### config.mk
export PLATFORM = sky130hd
export DESIGN_NAME = agc_gain_ctrl
export DESIGN_NICKNAME = d
export VERILOG_FILES = /design/src/rtl/agc_gain_ctrl.sv
export SDC_FILE = /design/constraint.sdc
export NUM_CORES = 2
export LEC_CHECK = 0
export CAP_MARGIN = 20
export CORE_MARGIN = 4
export CORE_UTILIZATION = 45
export DETAILED_ROUTE_END_ITERATION = 10
export GPL_ROUTABILITY_DRIVEN = 0
export PLACE_DENSITY = 0.65
export SLEW_MARGIN = 10
export SYNTH_ARGS = -nofsm -noshare
export SYNTH_HDL_FRONTEND = slang
export SYNTH_SLANG_ARGS = --single-unit
### constraint.sdc
create_clock -name clk -period 10.1 [get_ports clk]
set_input_delay 2.02 -clock clk [delete_from_list [all_inputs] [get_ports clk]]
set_output_delay 2.02 -clock clk [all_outputs]
set_load 0.01 [all_outputs]
### src/rtl/agc_gain_ctrl.sv
// Closed-loop AGC back end: steps a fixed-point gain toward a target power and scales all lanes.
// Optional AGC_FREEZE_EN adds a freeze input that holds the gain loop while the datapath runs.
module agc_gain_ctrl #(
  parameter int unsigned DIN_WIDTH  = 8,
  parameter int unsigned PARALLEL   = 8,
  parameter int unsigned POW_WIDTH  = 16,
  parameter int unsigned GAIN_WIDTH = 16,
  parameter int unsigned GAIN_POINT = 8,
  parameter int unsigned GAIN_MIN   = 16,
  parameter int unsigned GAIN_MAX   = 4095,
  parameter int unsigned SETTLE_CNT = 4
) (
  input  logic                            clk,
  input  logic                            rst_n,
  input  logic [DIN_WIDTH*PARALLEL-1:0]   din,
  input  logic                            din_valid,
  input  logic [POW_WIDTH-1:0]            pow_in,
  input  logic                            pow_valid,
  input  logic [POW_WIDTH-1:0]            ref_pow,
  input  logic [POW_WIDTH-1:0]            hyst,
  input  logic [GAIN_WIDTH-1:0]           gain_step,
`ifdef AGC_FREEZE_EN
  input  logic                            freeze,
`endif
  output logic [DIN_WIDTH*PARALLEL-1:0]   dout,
  output logic                            dout_valid,
  output logic [GAIN_WIDTH-1:0]           gain,
  output logic                            sat
);

  localparam int unsigned PW       = DIN_WIDTH + GAIN_WIDTH + 1;
  localparam int unsigned CntW     = $clog2(SETTLE_CNT + 1);
  localparam int unsigned UnityRaw = 1 << GAIN_POINT;
  localparam int unsigned ResetRaw = (UnityRaw < GAIN_MIN) ? GAIN_MIN :
                                     (UnityRaw > GAIN_MAX) ? GAIN_MAX : UnityRaw;
  localparam logic [GAIN_WIDTH-1:0] GainReset = GAIN_WIDTH'(ResetRaw);
  localparam logic [GAIN_WIDTH-1:0] GainMax   = GAIN_WIDTH'(GAIN_MAX);
  localparam logic [GAIN_WIDTH-1:0] GainMin   = GAIN_WIDTH'(GAIN_MIN);
  localparam logic [GAIN_WIDTH:0]   GainMaxX  = (GAIN_WIDTH + 1)'(GAIN_MAX);
  localparam logic [GAIN_WIDTH:0]   GainMinX  = (GAIN_WIDTH + 1)'(GAIN_MIN);
  localparam logic signed [PW-1:0]  OutMax    = PW'((1 << (DIN_WIDTH - 1)) - 1);
  localparam logic signed [PW-1:0]  OutMin    = -OutMax - PW'(1);

  typedef enum logic [0:0] {StTrack, StSettle} state_e;

  state_e                  state_q;
  logic [CntW-1:0]         cnt_q;
  logic [GAIN_WIDTH-1:0]   gain_q;

  logic signed [PW-1:0]    prod_d [PARALLEL];
  logic signed [PW-1:0]    prod_q [PARALLEL];
  logic                    valid1_q;
  logic [DIN_WIDTH*PARALLEL-1:0] dout_d, dout_q;
  logic                    sat_d, sat_q, dout_valid_q;

  // Stage 1: widen both operands to PW so the signed product cannot overflow.
  always_comb begin
    for (int i = 0; i < PARALLEL; i++) begin
      logic signed [PW-1:0] a, b;
      a = PW'($signed(din[i*DIN_WIDTH +: DIN_WIDTH]));
      b = $signed(PW'({1'b0, gain_q}));
      prod_d[i] = a * b;
    end
  end

  always_comb begin
    dout_d = '0;
    sat_d  = 1'b0;
    for (int i = 0; i < PARALLEL; i++) begin
      logic signed [PW-1:0] q;
      q = prod_q[i] >>> GAIN_POINT;
      if (q > OutMax) begin
        dout_d[i*DIN_WIDTH +: DIN_WIDTH] = OutMax[DIN_WIDTH-1:0];
        sat_d = 1'b1;
      end else if (q < OutMin) begin
        dout_d[i*DIN_WIDTH +: DIN_WIDTH] = OutMin[DIN_WIDTH-1:0];
        sat_d = 1'b1;
      end else begin
        dout_d[i*DIN_WIDTH +: DIN_WIDTH] = q[DIN_WIDTH-1:0];
      end
    end
  end

  always_ff @(posedge clk or negedge rst_n) begin
    if (!rst_n) begin
      for (int i = 0; i < PARALLEL; i++) prod_q[i] <= '0;
      valid1_q     <= 1'b0;
      dout_q       <= '0;
      dout_valid_q <= 1'b0;
      sat_q        <= 1'b0;
    end else begin
      valid1_q     <= din_valid;
      dout_valid_q <= valid1_q;
      if (din_valid) begin
        for (int i = 0; i < PARALLEL; i++) prod_q[i] <= prod_d[i];
      end
      if (valid1_q) begin
        dout_q <= dout_d;
        sat_q  <= sat_d;
      end
    end
  end

  // Thresholds and candidate gains, all with one guard bit so nothing wraps.
  logic [POW_WIDTH-1:0]  lo, hi;
  logic [POW_WIDTH:0]    hi_sum;
  logic [GAIN_WIDTH:0]   up_sum, dn_diff;
  logic [GAIN_WIDTH-1:0] gain_up, gain_dn, gain_next;
  logic                  upd;

  always_comb begin
    lo        = (ref_pow > hyst) ? ref_pow - hyst : '0;
    hi_sum    = {1'b0, ref_pow} + {1'b0, hyst};
    hi        = hi_sum[POW_WIDTH] ? '1 : hi_sum[POW_WIDTH-1:0];
    up_sum    = {1'b0, gain_q} + {1'b0, gain_step};
    dn_diff   = {1'b0, gain_q} - {1'b0, gain_step};
    gain_up   = (up_sum > GainMaxX) ? GainMax : up_sum[GAIN_WIDTH-1:0];
    gain_dn   = (dn_diff[GAIN_WIDTH] || dn_diff < GainMinX) ? GainMin : dn_diff[GAIN_WIDTH-1:0];
    gain_next = (pow_in < lo) ? gain_up : (pow_in > hi) ? gain_dn : gain_q;
`ifdef AGC_FREEZE_EN
    upd       = pow_valid && !freeze;
`else
    upd       = pow_valid;
`endif
  end

  always_ff @(posedge clk or negedge rst_n) begin
    if (!rst_n) begin
      state_q <= StTrack;
      cnt_q   <= '0;
      gain_q  <= GainReset;
    end else if (upd) begin
      unique case (state_q)
        StTrack: begin
          if (gain_next != gain_q) begin
            gain_q  <= gain_next;
            state_q <= StSettle;
            cnt_q   <= CntW'(SETTLE_CNT);
          end
        end
        StSettle: begin
          cnt_q <= cnt_q - CntW'(1);
          if (cnt_q == CntW'(1)) state_q <= StTrack;
        end
      endcase
    end
  end

  assign dout       = dout_q;
  assign dout_valid = dout_valid_q;
  assign gain       = gain_q;
  assign sat        = sat_q;

endmodule
==> flow_summary.json <==
{
  "run_status": "finished clean",
  "dr_total_vias": 34920,
  "grt_pass1_wl_um": 201600,
  "timing.rr.start": "gain[0]$_DFFE_PN0P_",
  "yosys_warnings": 0,
  "cts_resized": 0,
  "setup_viol": 0,
  "hold_viol": 0,
  "yosys-top-cells-area": "fa_1 30%, ha_1 15%, dfrtp_1 12%",
  "drc": 0,
  "async_flop_share_pct": 100.0,
  "worst-path-buf-inv": 2,
  "yosysUniqueCellTypes": 85,
  "wire_per_inst_um": 18.71,
  "die_area_um2": 105700,
  "synthTopCellsByCount": "925 x inv_1, 668 x fa_1, 566 x and2_1",
  "fin_crit_sh_pct": 87.37,
  "htree_levels": 2,
  "yosysTopAreaCell": "fa_1",
  "antenna_left": 0,
  "synth_area_um2": 45230,
  "layout_min_cycle_time_ps": 8824,
  "fin_nets": 6540,
  "critPathLaunchType": "input port",
  "r2r_slack_ps": 2600,
  "ys_seq_elements": 223,
  "required_ps": 10540,
  "synth.most_common_cell": "inv_1",
  "grt_antenna_before_repair": 22,
  "area_growth_pct": 9.878,
  "final-instance-count-excl-fill": 6524,
  "port_buffers": 213,
  "crit_family": "compound AO/OA/AOI/OAI gates",
  "ios": 214,
  "die_h_um": 325.1,
  "yosysSeqAreaShare_pct": 12.34,
  "dp_hpwl_um": 91150,
  "rows": 116,
  "synth_edf_count": 0,
  "worst_slack_ps": 1276,
  "path_class": "input port to register",
  "multiInputGateArea_um2": 35240,
  "netlist_instances": 5117,
  "drt-pass1-iter-count": 8,
  "cpMostUsedCell": "a21oi_1",
  "grt_max_degree": 143,
  "min-delay-start": "prod_q[158]$_DFFE_PN0P_",
  "critPathLaunch": "ref_pow[0]",
  "clock-skew-final_ps": 35.69,
  "finalMaxSlewViolations": 0,
  "seq_area_um2": 5604,
  "cts.path.max_buffers": 3,
  "cts_tree": "built",
  "synthFlopType": "dfrtp_1",
  "crit_fanout": 16,
  "track_usage_pct": 23.64,
  "numCtsBuffers": 34,
  "die_width_um": 325.1,
  "drt-initial-drc-count": 2099,
  "rsz0062_at_grt": "no",
  "synth_top_area_share_pct": 29.56,
  "drive_above_1_share_pct": 5.257,
  "max-slew-margin-rel_pct": 29.70,
  "hold_class": "register to register",
  "avgSynthCellArea_um2": 8.840,
  "pre_cts_ws_ps": 821.6,
  "cap_violations": 0,
  "critical_path.max_stage_delay_ps": 750,
  "crit_slowest_cell": "a21oi_1",
  "drt-vias-per-instance": 5.352,
  "path_clk_slew_ps": 60,
  "cts_setup_buffers": 0,
  "grt_pass1_vias": 36990,
  "overflow": 0,
  "coreArea_um2": 99860,
  "root_buffer": "clkbuf_16",
  "finalSetupTns_ps": 0,
  "tightest_slew_ps": 1048,
  "max_freq_ghz": 0.1133,
  "clock_latency_ps": 580,
  "initial_core_util_pct": 45.30,
  "placed_cells": 6445,
  "synth_nets": 6470,
  "finalWirelength_um": 122100,
  "ctsHoldBuffers": 0,
  "clock_sinks": 223,
  "arrival_ps": 9260,
  "setup.worst_path.end_class": "register",
  "fillers": 9429
}
## metal layers
metal / global-route usage [%] / wire (um)
met5: 0 / 37
met4: 5.223 / 2692
met1: 31.90 / 53550
met3: 4.759 / 8916
met2: 39.50 / 56890
## final timing paths
path | endpoint | cells after the start
setup / recovery | gain[10]$_DFFE_PN0P_ | 27
hold / removal | prod_q[158]$_DFFE_PN0P_ | 1
setup reg to reg | prod_q[73]$_DFFE_PN0P_ | 22
hold reg to reg | prod_q[158]$_DFFE_PN0P_ | 1
max in group asynchronous | gain[5]$_DFFE_PN0P_ | 2
min in group asynchronous | prod_q[62]$_DFFE_PN0P_ | 1
## registers in the layout, indices dropped and copies added (netlist names)
signal / flops
dout_valid: 1
valid1_q: 1
prod_q: 136
state_q: 1
dout: 64
sat: 1
cnt_q: 3
gain: 16
## worst reg2reg max path, cell delays in order (launching register included)
cell       delay [ps]
dfrtp_2           580
inv_1             770
buf_4             350
nand2_1            90
fa_1              450
fa_1              500
inv_1              50
fa_1              470
inv_1              50
fa_1              470
inv_1              40
ha_1              210
nor4_1            260
nand3_1           180
a2111oi_0         670
o31ai_1           290
o41a_1            410
and4_1            220
a2111oi_0         710
nand2b_1          180
nor2b_1           150
xnor2_1            70
mux2_2            250
## area by class of cell
| class | instances | share of cell area [%] |
|---|---|---|
| diodes | 14 | 0.07049 |
| clock buffers | 45 | 1.875 |
| clock inverters | 16 | 0.3650 |
| inverters | 927 | 7.001 |
| multi-input cells | 3726 | 70.89 |
| flip-flops and latches | 223 | 11.28 |
| well taps | 1298 | 3.268 |
| repair buffers | 275 | 5.251 |
## stage by stage
stage | cell area [um^2] | utilization, % | hold WS (ps)
final | 49700 | 49.77 | 475.4
after CTS | 49640 | 49.71 | 478.9
after detailed placement | 48530 | 48.60 | 469.0
after global routing | 49680 | 49.75 | 502.3
after global placement | 48530 | 48.60 | 463.8
after floorplan | 45230 | - | 351.9
## layout by cell type (no fill, tap or decap), types with 32 or more instances in the layout
master           count
nor3_1              67
a21oi_1            233
inv_1              925
a21o_1              40
nand2_1            484
xnor2_1             95
mux2_2             107
nand3_1             47
nor2_1             199
nand2b_1            76
o21ai_0             91
fa_1               668
ha_1               553
and2_1             566
clkdlybuf4s50_1    211
and3_1              39
clkbuf_16           34
dfrtp_1            206
o31ai_1             35
buf_4               61
nor2b_1             32
xor2_1              54
## kinds of logic after synthesis
family | share of synthesized area [%]
buffers and inverters | 9.775
muxes | 2.940
adders and majority gates | 44.86
DFF | 12.34
and+or+nand+nor | 18.79
xor gates and xnor gates | 2.885
AOI/OAI and AO/OA | 8.409
Power is not shown: default switching activity piles up to over one toggle a cycle in this logic, so the estimate is an artifact.
